**src/rtl/rgb_fade_sequencer_pkg.sv**
```systemverilog
// Shared definitions for the RGB fade sequencer: colour width, channel count
// and FSM state encoding.
package rgb_fade_sequencer_pkg;

  localparam int COLOR_W = 8;
  localparam int N_CH    = 3;

  typedef enum logic {
    ST_IDLE = 1'b0,
    ST_FADE = 1'b1
  } state_t;

endpackage

```
**src/rtl/rgb_fade_sequencer_ch.sv**
```systemverilog
// One colour channel of the fade sequencer: holds the current duty and the
// latched target, and moves the current duty toward the target by STEP on
// each tick without ever overshooting or wrapping.
module rgb_fade_sequencer_ch
  import rgb_fade_sequencer_pkg::*;
#(
  parameter int                 STEP      = 1,
  parameter logic [COLOR_W-1:0] RST_LEVEL = '0
) (
  input  logic               clk,
  input  logic               rst,
  input  logic               load_i,
  input  logic [COLOR_W-1:0] tgt_in_i,
  input  logic               tick_i,
  output logic [COLOR_W-1:0] cur_o,
  output logic               changed_o,
  // High when the channel is at its target, or will reach it on the next tick.
  output logic               at_tgt_o
);

  localparam logic [COLOR_W:0]   STEP_W = (COLOR_W+1)'(STEP);
  localparam logic [COLOR_W-1:0] STEP_N = COLOR_W'(STEP);

  logic [COLOR_W-1:0] cur_q, cur_d;
  logic [COLOR_W-1:0] tgt_q, tgt_d;
  logic [COLOR_W:0]   diff;
  logic               up;

  // Distance to target and the next duty value for this channel.
  always_comb begin
    up    = (tgt_q > cur_q);
    diff  = up ? ({1'b0, tgt_q} - {1'b0, cur_q}) : ({1'b0, cur_q} - {1'b0, tgt_q});
    tgt_d = load_i ? tgt_in_i : tgt_q;
    cur_d = cur_q;
    if (tick_i && (diff != '0)) begin
      if (diff <= STEP_W) cur_d = tgt_q;
      else if (up)        cur_d = cur_q + STEP_N;
      else                cur_d = cur_q - STEP_N;
    end
  end

  // Channel registers; reset discards any latched target.
  always_ff @(posedge clk) begin
    if (rst) begin
      cur_q <= RST_LEVEL;
      tgt_q <= RST_LEVEL;
    end else begin
      cur_q <= cur_d;
      tgt_q <= tgt_d;
    end
  end

  assign cur_o     = cur_q;
  assign changed_o = tick_i && (diff != '0);
  assign at_tgt_o  = (diff <= STEP_W);

endmodule

```
**src/rtl/rgb_fade_sequencer.sv**
```systemverilog
// RGB fade sequencer: accepts a target colour over valid/ready, ramps the three
// PWM duties toward it at one step per TICK_DIV cycles, and strobes value_en
// whenever the registered duties change.
module rgb_fade_sequencer
  import rgb_fade_sequencer_pkg::*;
#(
  parameter int                 TICK_DIV  = 1000,
  parameter int                 STEP      = 1,
  parameter logic [COLOR_W-1:0] RST_LEVEL = 8'd0
) (
  input  logic               clk,
  input  logic               rst,
  input  logic [COLOR_W-1:0] tgt_r,
  input  logic [COLOR_W-1:0] tgt_g,
  input  logic [COLOR_W-1:0] tgt_b,
  input  logic               tgt_valid,
  output logic               tgt_ready,
  output logic [COLOR_W-1:0] value_out0,
  output logic [COLOR_W-1:0] value_out1,
  output logic [COLOR_W-1:0] value_out2,
  output logic               value_en,
  output logic               busy,
  output logic               done
);

  localparam int             PW   = $clog2(TICK_DIV);
  localparam logic [PW-1:0]  LAST = PW'(TICK_DIV - 1);

  state_t                          state_q, state_d;
  logic [PW-1:0]                   presc_q, presc_d;
  logic                            en_q, en_d;
  logic                            done_q, done_d;
  logic                            init_q;

  logic [N_CH-1:0][COLOR_W-1:0]    tgt_in;
  logic [N_CH-1:0][COLOR_W-1:0]    cur;
  logic [N_CH-1:0]                 changed;
  logic [N_CH-1:0]                 at_tgt;
  logic                            accept;
  logic                            tick;

  assign tgt_in    = {tgt_b, tgt_g, tgt_r};
  assign tgt_ready = (state_q == ST_IDLE) && !rst;
  assign accept    = tgt_ready && tgt_valid;
  assign tick      = (state_q == ST_FADE) && (presc_q == LAST);

  for (genvar c = 0; c < N_CH; c++) begin : g_ch
    rgb_fade_sequencer_ch #(
      .STEP      (STEP),
      .RST_LEVEL (RST_LEVEL)
    ) u_ch (
      .clk       (clk),
      .rst       (rst),
      .load_i    (accept),
      .tgt_in_i  (tgt_in[c]),
      .tick_i    (tick),
      .cur_o     (cur[c]),
      .changed_o (changed[c]),
      .at_tgt_o  (at_tgt[c])
    );
  end

  // Next state, prescaler, and the strobes registered alongside the duties.
  always_comb begin
    state_d = state_q;
    presc_d = presc_q;
    en_d    = 1'b0;
    done_d  = 1'b0;
    case (state_q)
      ST_IDLE: begin
        if (accept) begin
          presc_d = '0;
          // A target equal to the current colour completes without fading.
          if (tgt_in == cur) done_d  = 1'b1;
          else               state_d = ST_FADE;
        end
      end
      ST_FADE: begin
        if (tick) begin
          presc_d = '0;
          en_d    = |changed;
          if (&at_tgt) begin
            done_d  = 1'b1;
            state_d = ST_IDLE;
          end
        end else begin
          presc_d = presc_q + 1'b1;
        end
      end
      default: state_d = ST_IDLE;
    endcase
  end

  // State registers; init_q requests one strobe after reset so the PWM picks up RST_LEVEL.
  always_ff @(posedge clk) begin
    if (rst) begin
      state_q <= ST_IDLE;
      presc_q <= '0;
      en_q    <= 1'b0;
      done_q  <= 1'b0;
      init_q  <= 1'b1;
    end else begin
      state_q <= state_d;
      presc_q <= presc_d;
      en_q    <= en_d;
      done_q  <= done_d;
      init_q  <= 1'b0;
    end
  end

  assign value_out0 = cur[0];
  assign value_out1 = cur[1];
  assign value_out2 = cur[2];
  assign value_en   = (en_q | init_q) & ~rst;
  assign done       = done_q & ~rst;
  assign busy       = (state_q == ST_FADE);

endmodule

```
**config.mk**
```make
export PLATFORM = sky130hd
export DESIGN_NAME = rgb_fade_sequencer
export DESIGN_NICKNAME = d
export VERILOG_FILES = /design/src/rtl/rgb_fade_sequencer_pkg.sv /design/src/rtl/rgb_fade_sequencer_ch.sv /design/src/rtl/rgb_fade_sequencer.sv
export SDC_FILE = /design/constraint.sdc
export NUM_CORES = 1
export LEC_CHECK = 0
export ABC_AREA = 1
export BUFFER_PORTS_ARGS = -buffer_cell sky130_fd_sc_hd__buf_4
export CAP_MARGIN = 10
export CORE_MARGIN = 2
export CORE_UTILIZATION = 50
export DETAILED_ROUTE_END_ITERATION = 6
export PLACE_DENSITY = 0.69
export SYNTH_ARGS = -nofsm -noshare
export SYNTH_HDL_FRONTEND = slang
export SYNTH_SLANG_ARGS = --single-unit
```
**constraint.sdc**
```tcl
create_clock -name clk -period 4.6 [get_ports clk]
set_clock_uncertainty 0.2 [all_clocks]
set_input_delay 0.92 -clock clk [delete_from_list [all_inputs] [get_ports clk]]
set_output_delay 0.92 -clock clk [all_outputs]
set_load 0.005 [all_outputs]
```
-- Word-level counts from Yosys, hierarchy flattened
Index checks and enable logic that the tools add are counted.
- flip-flop bits (word level): 62
- input port bits: 27
- output and inout port bits: 28
- logic and storage cells: 75
- add/sub/neg operators: 13
- order comparisons: 6
- equality and inequality tests: 3
- muxes and demuxes: 23
- bitwise gates (word level): 6
- reductions and logical operators: 13
- operators with widths (operator ; count):
    8-bit by 8-bit subtractor with 9-bit output ; 6
    8-bit two-way mux ; 6
    9-bit by 1-bit less-or-equal comparator with 1-bit output, second input constant ; 3
    9-bit two-way mux ; 3
    9-bit nonzero test ; 3
    8-bit by 1-bit adder with 8-bit output, second input constant ; 3
    24-bit == test ; 1
    8-bit > comparator ; 3
    8-bit by 1-bit subtractor with 8-bit output, second input constant ; 3
    10-bit two-way mux ; 2
    10-bit one-hot mux with 2 select lines ; 1
    10-bit by 1-bit adder with 10-bit output, second input constant ; 1
    10-bit == test, second input constant ; 1
    1-bit two-way mux ; 9
    1-bit logical AND ; 6
    3-bit OR reduction ; 2
    1-bit one-hot mux with 2 select lines ; 2
    1-bit NOT ; 3
    3-bit AND reduction ; 1
    1-bit bitwise AND ; 2
    2-bit by 1-bit inequality test with 1-bit output, second input constant ; 1
    1-bit logical NOT ; 1
    1-bit OR ; 1

-- Depth between registers and ports, before layout
Gate-level depths: netlist of run 1.
- word-level depth: 7
- gate-level depth with buffers: 22
- mapped depth without buffers: 21

-- Cells and area by module
From an unflattened synthesis of run 1, not the netlist that was laid out.
- cell total of the unflattened synthesis: 1188
- area total of the unflattened synthesis: 7228.2 sq um
- modules (own cells, without submodules) (module ; times used ; cells an instance ; area an instance (sq um) ; sequential area each (sq um)):
    rgb_fade_sequencer_ch (g_ch[1].u_ch) ; 1 ; 312 ; 1953.1 ; 320.3
    rgb_fade_sequencer_ch (g_ch[2].u_ch) ; 1 ; 310 ; 1935.6 ; 320.3
    rgb_fade_sequencer_ch (g_ch[0].u_ch) ; 1 ; 309 ; 1933.1 ; 320.3
    rgb_fade_sequencer ; 1 ; 257 ; 1406.3 ; 280.3

-- Worst setup path before layout of run 1
OpenSTA, ideal clock, no wires.
- kind: flip-flop to flip-flop
- start: register g_ch[0].u_ch.cur_q[1]
- end: register g_ch[0].u_ch.cur_q[5]
- library setup time: 0.116 ns
- arrival time: 2.770 ns
- required time: 4.284 ns
- slack: 1.514 ns
- stages on the path, launching flop included: 19
- path buffers: 0
- period minus slack after synthesis: 3.086 ns
- cells stage by stage: dfxtp_1 > inv_1 > ha_1 > nand2_1 > nor2_1 > nand2_1 > nand3_2 > a21o_1 > nand2_2 > ha_1 > a21oi_1 > nand2_1 > a21oi_1 > nor2_1 > nor2_1 > xor2_1 > o21ai_0 > o21ai_0 > nor2_1
- longest elaborated chain between the ends: 4
- elaborated cells on any way between the ends: 11
- classes of those cells: add/sub (4); order compare (2); mux (3); reduce/logical (2)
- ends and longest elaborated chain (item ; RTL line ; text):
    start: declaration ; rgb_fade_sequencer_ch.sv:24 ; logic [COLOR_W-1:0] cur_q, cur_d;
    start signal: assignment ; rgb_fade_sequencer_ch.sv:48 ; cur_q <= cur_d;
    8-bit by 8-bit subtractor with 9-bit output / 8-bit > comparator (equally long branches) ; rgb_fade_sequencer_ch.sv:32, rgb_fade_sequencer_ch.sv:31 ;
    9-bit two-way mux ; rgb_fade_sequencer_ch.sv:32 ; diff = up ? ({1'b0, tgt_q} - {1'b0, cur_q}) : ({1'b0, cur_q} - {1'b0, tgt_q});
    9-bit by 1-bit less-or-equal comparator with 1-bit output / 9-bit nonzero test (equally long branches) ; rgb_fade_sequencer_ch.sv:36, rgb_fade_sequencer_ch.sv:35 ;
    8-bit two-way mux / 1-bit logical AND (equally long branches) ; rgb_fade_sequencer_ch.sv:36, rgb_fade_sequencer_ch.sv:35 ;
Several ways; a longest one is shown, not always the timed one.
A chain may end at the register's enable or synchronous reset.

-- Worst setup path after layout of run 1
- start: register g_ch[0].u_ch.cur_q[2]
- end: register g_ch[0].u_ch.cur_q[6]
Same word-level chain as after synthesis.

==> results of run 1 <==
## power breakdown
group	internal, mW	leakage (nW)	switching [mW]
Clock	0.420	0.134	0.276
Sequential	0.554	0.504	0.0148
Combinational	0.262	2.88	0.461
## logic make-up (layout without fill, tap and decap cells)
family	Yosys count	in the layout	share of synthesized area, %
AOI/OAI and AO/OA	170	170	14.0
xor gates and xnor gates	48	48	6.53
adders and majority gates	76	76	15.8
buffers and inverters	162	211	10.2
DFF	62	62	19.3
and+or+nand+nor	489	489	34.1
## worst register-to-register path: stages (launching register included)
cell	delay [ns]
dfxtp_1	0.47
inv_1	0.11
ha_1	0.48
nand2_1	0.14
nor2_1	0.13
nand2_1	0.09
nand3_2	0.09
a21o_1	0.15
nand2_2	0.15
ha_1	0.39
a21oi_1	0.16
nand2_1	0.09
a21oi_1	0.15
nor2_1	0.06
nor2_1	0.11
xor2_1	0.14
o21ai_0	0.09
o21ai_0	0.16
nor2_1	0.05
## metal layers
layer	global-route usage [%]	vias up	part of all wire (%)
met4	7.23	0	1.5
met2	37.4	153	44
met3	3.78	20	4.5
met5	0	-	0
met1	34.1	2824	50
li1	-	3340	-
## cells in the mapped netlist (3+ instances only)
cell | instances | area, um2
clkbuf_1 | 11 | 41.3
inv_4 | 3 | 18.8
nor4_1 | 4 | 25.0
or2_2 | 4 | 25.0
fa_1 | 9 | 180
ha_1 | 67 | 838
nand4_1 | 23 | 144
nand2_2 | 10 | 62.6
nor2_1 | 113 | 424
dfxtp_1 | 62 | 1240
nand2_1 | 251 | 942
nand2_4 | 6 | 67.6
o211ai_1 | 3 | 22.5
nand3_1 | 61 | 305
xor2_1 | 23 | 201
nor3_1 | 3 | 15.0
nor2_4 | 3 | 33.8
a21oi_1 | 81 | 405
xnor2_1 | 25 | 219
inv_1 | 132 | 495
o21ai_1 | 7 | 35.0
buf_4 | 4 | 30.0
inv_2 | 3 | 11.3
o21ai_0 | 64 | 320
buf_6 | 3 | 33.8
buf_2 | 5 | 25.0
## state kept, by name (all words and copies together), names as in the netlist
register         count
init_q               1
g_ch.u_ch.tgt_q     24
busy                 1
g_ch.u_ch.cur_o     24
presc_q             10
done_q               1
en_q                 1
## worst max-delay path by stage
stage                          start                    end  slack, ns  cells after the start
2_1_floorplan  g_ch[0].u_ch.cur_o[1]  g_ch[0].u_ch.cur_o[5]       1.51                     18
3_3_place_gp   g_ch[0].u_ch.cur_o[2]  g_ch[0].u_ch.cur_o[5]       1.16                     18
3_5_place_dp   g_ch[0].u_ch.cur_o[2]  g_ch[0].u_ch.cur_o[5]       1.12                     18
4_1_cts        g_ch[1].u_ch.cur_o[6]  g_ch[1].u_ch.cur_o[5]       1.12                     18
5_1_grt        g_ch[1].u_ch.cur_o[4]  g_ch[1].u_ch.cur_o[5]       0.73                     20
6_report       g_ch[0].u_ch.cur_o[2]  g_ch[0].u_ch.cur_o[6]       1.11                     18
## area by class of cell
| cell class | count | share of cell area, % |
|---|---|---|
| Sequential cell | 62 | 17.1 |
| Timing Repair Buffer | 56 | 5.81 |
| Clock inverter | 7 | 1.02 |
| Multi-Input combinational cell | 783 | 62.6 |
| Tap cell | 172 | 2.97 |
| Inverter | 139 | 7.31 |
| Clock buffer | 9 | 3.11 |
## through the flow
| step | hold slack [ns] | power, mW |
|---|---|---|
| 3_5_place_dp | 0.282 | 1.30 |
| 6_report | 0.284 | 1.99 |
| 5_1_grt | 0.332 | 2.12 |
| 3_3_place_gp | 0.283 | 1.30 |
| 2_1_floorplan | 0.262 | 1.16 |
| 4_1_cts | 0.290 | 2.00 |
==> flow_metrics.env, run 1 <==
export IMPL_outcome="complete, no violations"
export IMPL_dieArea_um2=13800
export IMPL_worstHoldPathCells=2
export IMPL_cp_buffers_inverters=1
export IMPL_antennaDiodeCount=0
export IMPL_cts_root_buf="clkbuf_16"
export IMPL_place_area_um2=6940
export IMPL_crit_required_ns=4.63
export IMPL_insertion_delay_ns=0.34
export IMPL_wl_per_cell_um=13.2
export IMPL_async_flop_share_pct=0
export IMPL_drtPass1Iterations=5
export IMPL_synth_ff_type="dfxtp_1"
export IMPL_ys_ff_latch=62
export IMPL_cts_tree="built"
export IMPL_stdcell_area_um2=7240
export IMPL_core_area_um2=12600
export IMPL_drt_iter0_drc=452
export IMPL_final_util_pct=57.4
export IMPL_crit_type="flop to flop"
export IMPL_via_per_inst=5.16
export IMPL_synth_avg_cell_area_um2=6.39
export IMPL_area_delta_synth_final_pct=12.5
export IMPL_rows=41
export IMPL_ys_seq_area_share_pct=19.3
export IMPL_final_cells=1228
export IMPL_hold_viol=0
export IMPL_ant_nets=0
export IMPL_post_place_cells=1212
export IMPL_final_common_cell="nand2_1"
export IMPL_tightest_slew_ns=0.805
export IMPL_post_route_period_util_pct=76.0
export IMPL_max_stage_delay_ns=0.48
export IMPL_yosysWarnings=0
export IMPL_multiInputGateArea_um2=4540
export IMPL_setup_violations=0
export IMPL_grt_pass1_vias=5682
export IMPL_clkSlewWorstSetupHoldPaths_ns=0.06
export IMPL_p_leak_nw=3.52
export IMPL_antenna_found_initial=0
export IMPL_cpMostUsedCell="nor2_1"
export IMPL_cts_made_buffers=9
export IMPL_ctsResizeCount=0
export IMPL_crit_arrival_ns=3.53
export IMPL_synth_cell_types=46
export IMPL_fin_crit_ns=3.49
export IMPL_synth_edf_count=0
export IMPL_whs_endpoint="presc_q[1]"
export IMPL_n_fill_cell=1284
export IMPL_setup_tns_ns=0
export IMPL_hp_class="flop to flop"
export IMPL_layout_cells_most_common_list="251 x nand2_1, 132 x inv_1, 113 x nor2_1"
export IMPL_pre_cts_slack_ns=1.12
export IMPL_routed_wl_mm=16.3
export IMPL_clock_sinks=62
export IMPL_maxCapViolCount=0
export IMPL_setup_worst_path_start_class="flop"
export IMPL_min_delay_start="presc_q[1]"
export IMPL_cts_hold_buffers_added=0
export IMPL_dieWidth_um=117
export IMPL_fp_dieH_um=117
export IMPL_p_per_area_nw_per_um2=275
export IMPL_rsz0062_at_grt="no"
export IMPL_cp_slowest_cell="ha_1"
export IMPL_syn_inst=1007
export IMPL_path_cells="inv_1 -> ha_1 -> nand2_1 -> nor2_1 -> nand2_1 -> nand3_2 -> a21o_1 -> nand2_2 -> ha_1 -> a21oi_1 -> nand2_1 -> a21oi_1 -> nor2_1 -> nor2_1 -> xor2_1 -> o21ai_0 -> o21ai_0 -> nor2_1"
export IMPL_synth_nets=1110
export IMPL_regArea_um2=1240
export IMPL_portBuffers=54
export IMPL_io_pins=55
export IMPL_grt_max_degree=51
export IMPL_worst_path_dominant_cell_family="simple AND/OR/NAND/NOR gates"
export IMPL_track_usage_pct=24.0
export IMPL_via_count=6337
export IMPL_drive_gt1_share_pct=10.6
export IMPL_place_congestion=0.933
export IMPL_worst_slew_margin_rel_pct=45.9
export IMPL_drc=0
export IMPL_hpwlAfterDp_mm=12.6
export IMPL_layout_setup_ws_ns=1.11
export IMPL_grt_pass1_wl_mm=27.5
export IMPL_ctsHtreeMaxLevel=3
export IMPL_reg2reg_to="g_ch[0].u_ch.cur_o[6]"
export IMPL_rrSetupSlack_ns=1.11
export IMPL_rr_startpoint="g_ch[0].u_ch.cur_o[2]"
export IMPL_cts_buffer_depth=2
export IMPL_overflow=0
export IMPL_vdd_drop_max_uv=232
export IMPL_post_cts_buffers=0
export IMPL_start_util_pct=51.0
export IMPL_netlist_area_um2=6440
export IMPL_fmax_ghz=0.286
export IMPL_nets=1154
export IMPL_cp_max_fo=10
export IMPL_r2r_cells=18
export IMPL_end_kind="flop"
export IMPL_drv_slew=0
No activity file was read; power rests on OpenSTA's default activity.
==> inputs of run 2 (changes only) <==
==> constraint.sdc (replaced) <==
create_clock -name clk -period 3.4 [get_ports clk]
set_clock_uncertainty 0.2 [all_clocks]
set_input_delay 0.68 -clock clk [delete_from_list [all_inputs] [get_ports clk]]
set_output_delay 0.68 -clock clk [all_outputs]
set_load 0.005 [all_outputs]
==> flow_metrics.env, run 2 (synthesis results as in run 1) <==
export IMPL_crit_required_ns=3.46
export IMPL_final_common_cell="nand2_1"
export IMPL_max_stage_delay_ns=0.39
export IMPL_ctsHtreeMaxLevel=3
export IMPL_cpMostUsedCell="nand2_1"
export IMPL_core_area_um2=12600
export IMPL_overflow=0
export IMPL_insertion_delay_ns=0.34
export IMPL_cts_tree="built"
export IMPL_portBuffers=54
export IMPL_routed_wl_mm=16.6
export IMPL_dieArea_um2=13800
export IMPL_rows=41
export IMPL_setup_worst_path_start_class="flop"
export IMPL_cp_slowest_cell="ha_2"
export IMPL_fp_dieH_um=117
export IMPL_drive_gt1_share_pct=14.5
export IMPL_finalPower_mw=2.70
export IMPL_setup_tns_ns=0
export IMPL_fmax_ghz=0.317
export IMPL_hp_class="flop to flop"
export IMPL_crit_type="flop to flop"
export IMPL_path_cells="inv_1 -> ha_2 -> nand2_1 -> nor2_1 -> nand3_1 -> nand3_1 -> nand2_1 -> ha_1 -> a21oi_1 -> nand2_1 -> a21oi_1 -> nor2_1 -> nor2_1 -> xor2_1 -> o21ai_1 -> nand2_1 -> nand2_1 -> a21oi_1"
export IMPL_regArea_um2=1250
export IMPL_cp_max_fo=7
export IMPL_ant_nets=0
export IMPL_cts_made_buffers=9
export IMPL_setup_violations=0
export IMPL_start_util_pct=51.0
export IMPL_grt_max_degree=50
export IMPL_clkSlewWorstSetupHoldPaths_ns=0.05
export IMPL_fin_crit_ns=3.16
export IMPL_crit_arrival_ns=3.22
export IMPL_area_delta_synth_final_pct=16.9
export IMPL_hold_viol=0
export IMPL_wl_per_cell_um=13.2
export IMPL_dieWidth_um=117
export IMPL_grt_pass1_vias=5997
export IMPL_nets=1183
export IMPL_place_congestion=0.904
export IMPL_maxCapViolCount=0
export IMPL_vdd_drop_max_uv=257
export IMPL_end_kind="flop"
export IMPL_antenna_found_initial=0
export IMPL_grt_pass1_wl_mm=28.2
export IMPL_n_fill_cell=1282
export IMPL_track_usage_pct=24.5
export IMPL_drv_slew=0
export IMPL_worst_slew_margin_rel_pct=67.6
export IMPL_tightest_slew_ns=0.486
export IMPL_antennaDiodeCount=0
export IMPL_drtPass1Iterations=5
export IMPL_hpwlAfterDp_mm=12.9
export IMPL_cts_buffer_depth=2
export IMPL_drt_iter0_drc=437
export IMPL_clock_sinks=62
export IMPL_io_pins=55
export IMPL_cts_root_buf="clkbuf_16"
export IMPL_via_per_inst=5.10
export IMPL_drc=0
export IMPL_multiInputGateArea_um2=4610
export IMPL_outcome="complete, no violations"
export IMPL_rsz0062_at_grt="no"
export IMPL_p_leak_nw=3.68
export IMPL_post_route_period_util_pct=92.8
export IMPL_via_count=6402
export IMPL_layout_cells_most_common_list="251 x nand2_1, 132 x inv_1, 112 x nor2_1"
export IMPL_p_per_area_nw_per_um2=358
-- run 2: changes by cell type in the layout (fill, tap and decap cells not counted), sizes merged --
cell,change
clkinvlp,-3
clkinv,+1
inv,-1
buf,+29
clkbuf,+2
-- run 2: critical path, delay by kind of cell, from the launching register on --
family,cells,cell delay [ns]
AOI/OAI and AO/OA,4,0.51
xor gates and xnor gates,1,0.17
adders and majority gates,2,0.76
buffers and inverters,1,0.07
DFF,1,0.38
and+or+nand+nor,10,0.99
-- run 2: final cells by class --
class	count	share of cell area [%]
Inverter	139	7.03
Sequential cell	62	16.6
Multi-Input combinational cell	783	61.2
Timing Repair Buffer	85	8.48
Clock buffer	11	3.22
Clock inverter	4	0.632
Tap cell	172	2.86
-- run 2: worst paths after layout --
path                    startpoint                    end  slack, ns  depth (start not counted)
min reg2reg  g_ch[1].u_ch.cur_o[3]  g_ch[1].u_ch.cur_o[3]       0.28                          2
max reg2reg  g_ch[1].u_ch.cur_o[5]  g_ch[1].u_ch.cur_o[5]       0.24                         18
min          g_ch[1].u_ch.cur_o[3]  g_ch[1].u_ch.cur_o[3]       0.28                          2
max          g_ch[1].u_ch.cur_o[5]  g_ch[1].u_ch.cur_o[5]       0.24                         18
-- run 2: per-stage QoR --
step,hold slack [ns],instances,utilization (%),instance area (um2),setup slack [ns]
3_5_place_dp,0.270,1241,56.7,7160,0.109
3_3_place_gp,0.267,1241,56.7,7160,0.210
2_1_floorplan,0.262,1007,-,6440,0.314
6_report,0.277,1256,59.6,7530,0.244
4_1_cts,0.279,1256,59.0,7450,0.0889
5_1_grt,0.303,1256,59.6,7530,0.00212
-- run 2: repair_timing --
item,CTS,global route
buffers inserted,0,0
endpoints found under the hold margin,0,0
hold buffers,0,0
gates resized for setup,0,22
setup endpoints to repair,0,11
-- run 2: report_power, final --
part	switching (mW)	total [mW]	internal, mW
combinational	0.638	1.02	0.378
sequential	0.0205	0.771	0.751
clock	0.330	0.910	0.580
total	0.988	2.70	1.71
-- run 2: layer usage --
| metal | global-route usage [%] | up-vias | wire (um) |
|---|---|---|---|
| li1 | - | 3385 | - |
| met1 | 34.9 | 2891 | 8360 |
| met2 | 38.8 | 114 | 7510 |
| met3 | 3.88 | 12 | 617 |
| met4 | 5.72 | 0 | 138 |
| met5 | 0 | - | 0 |
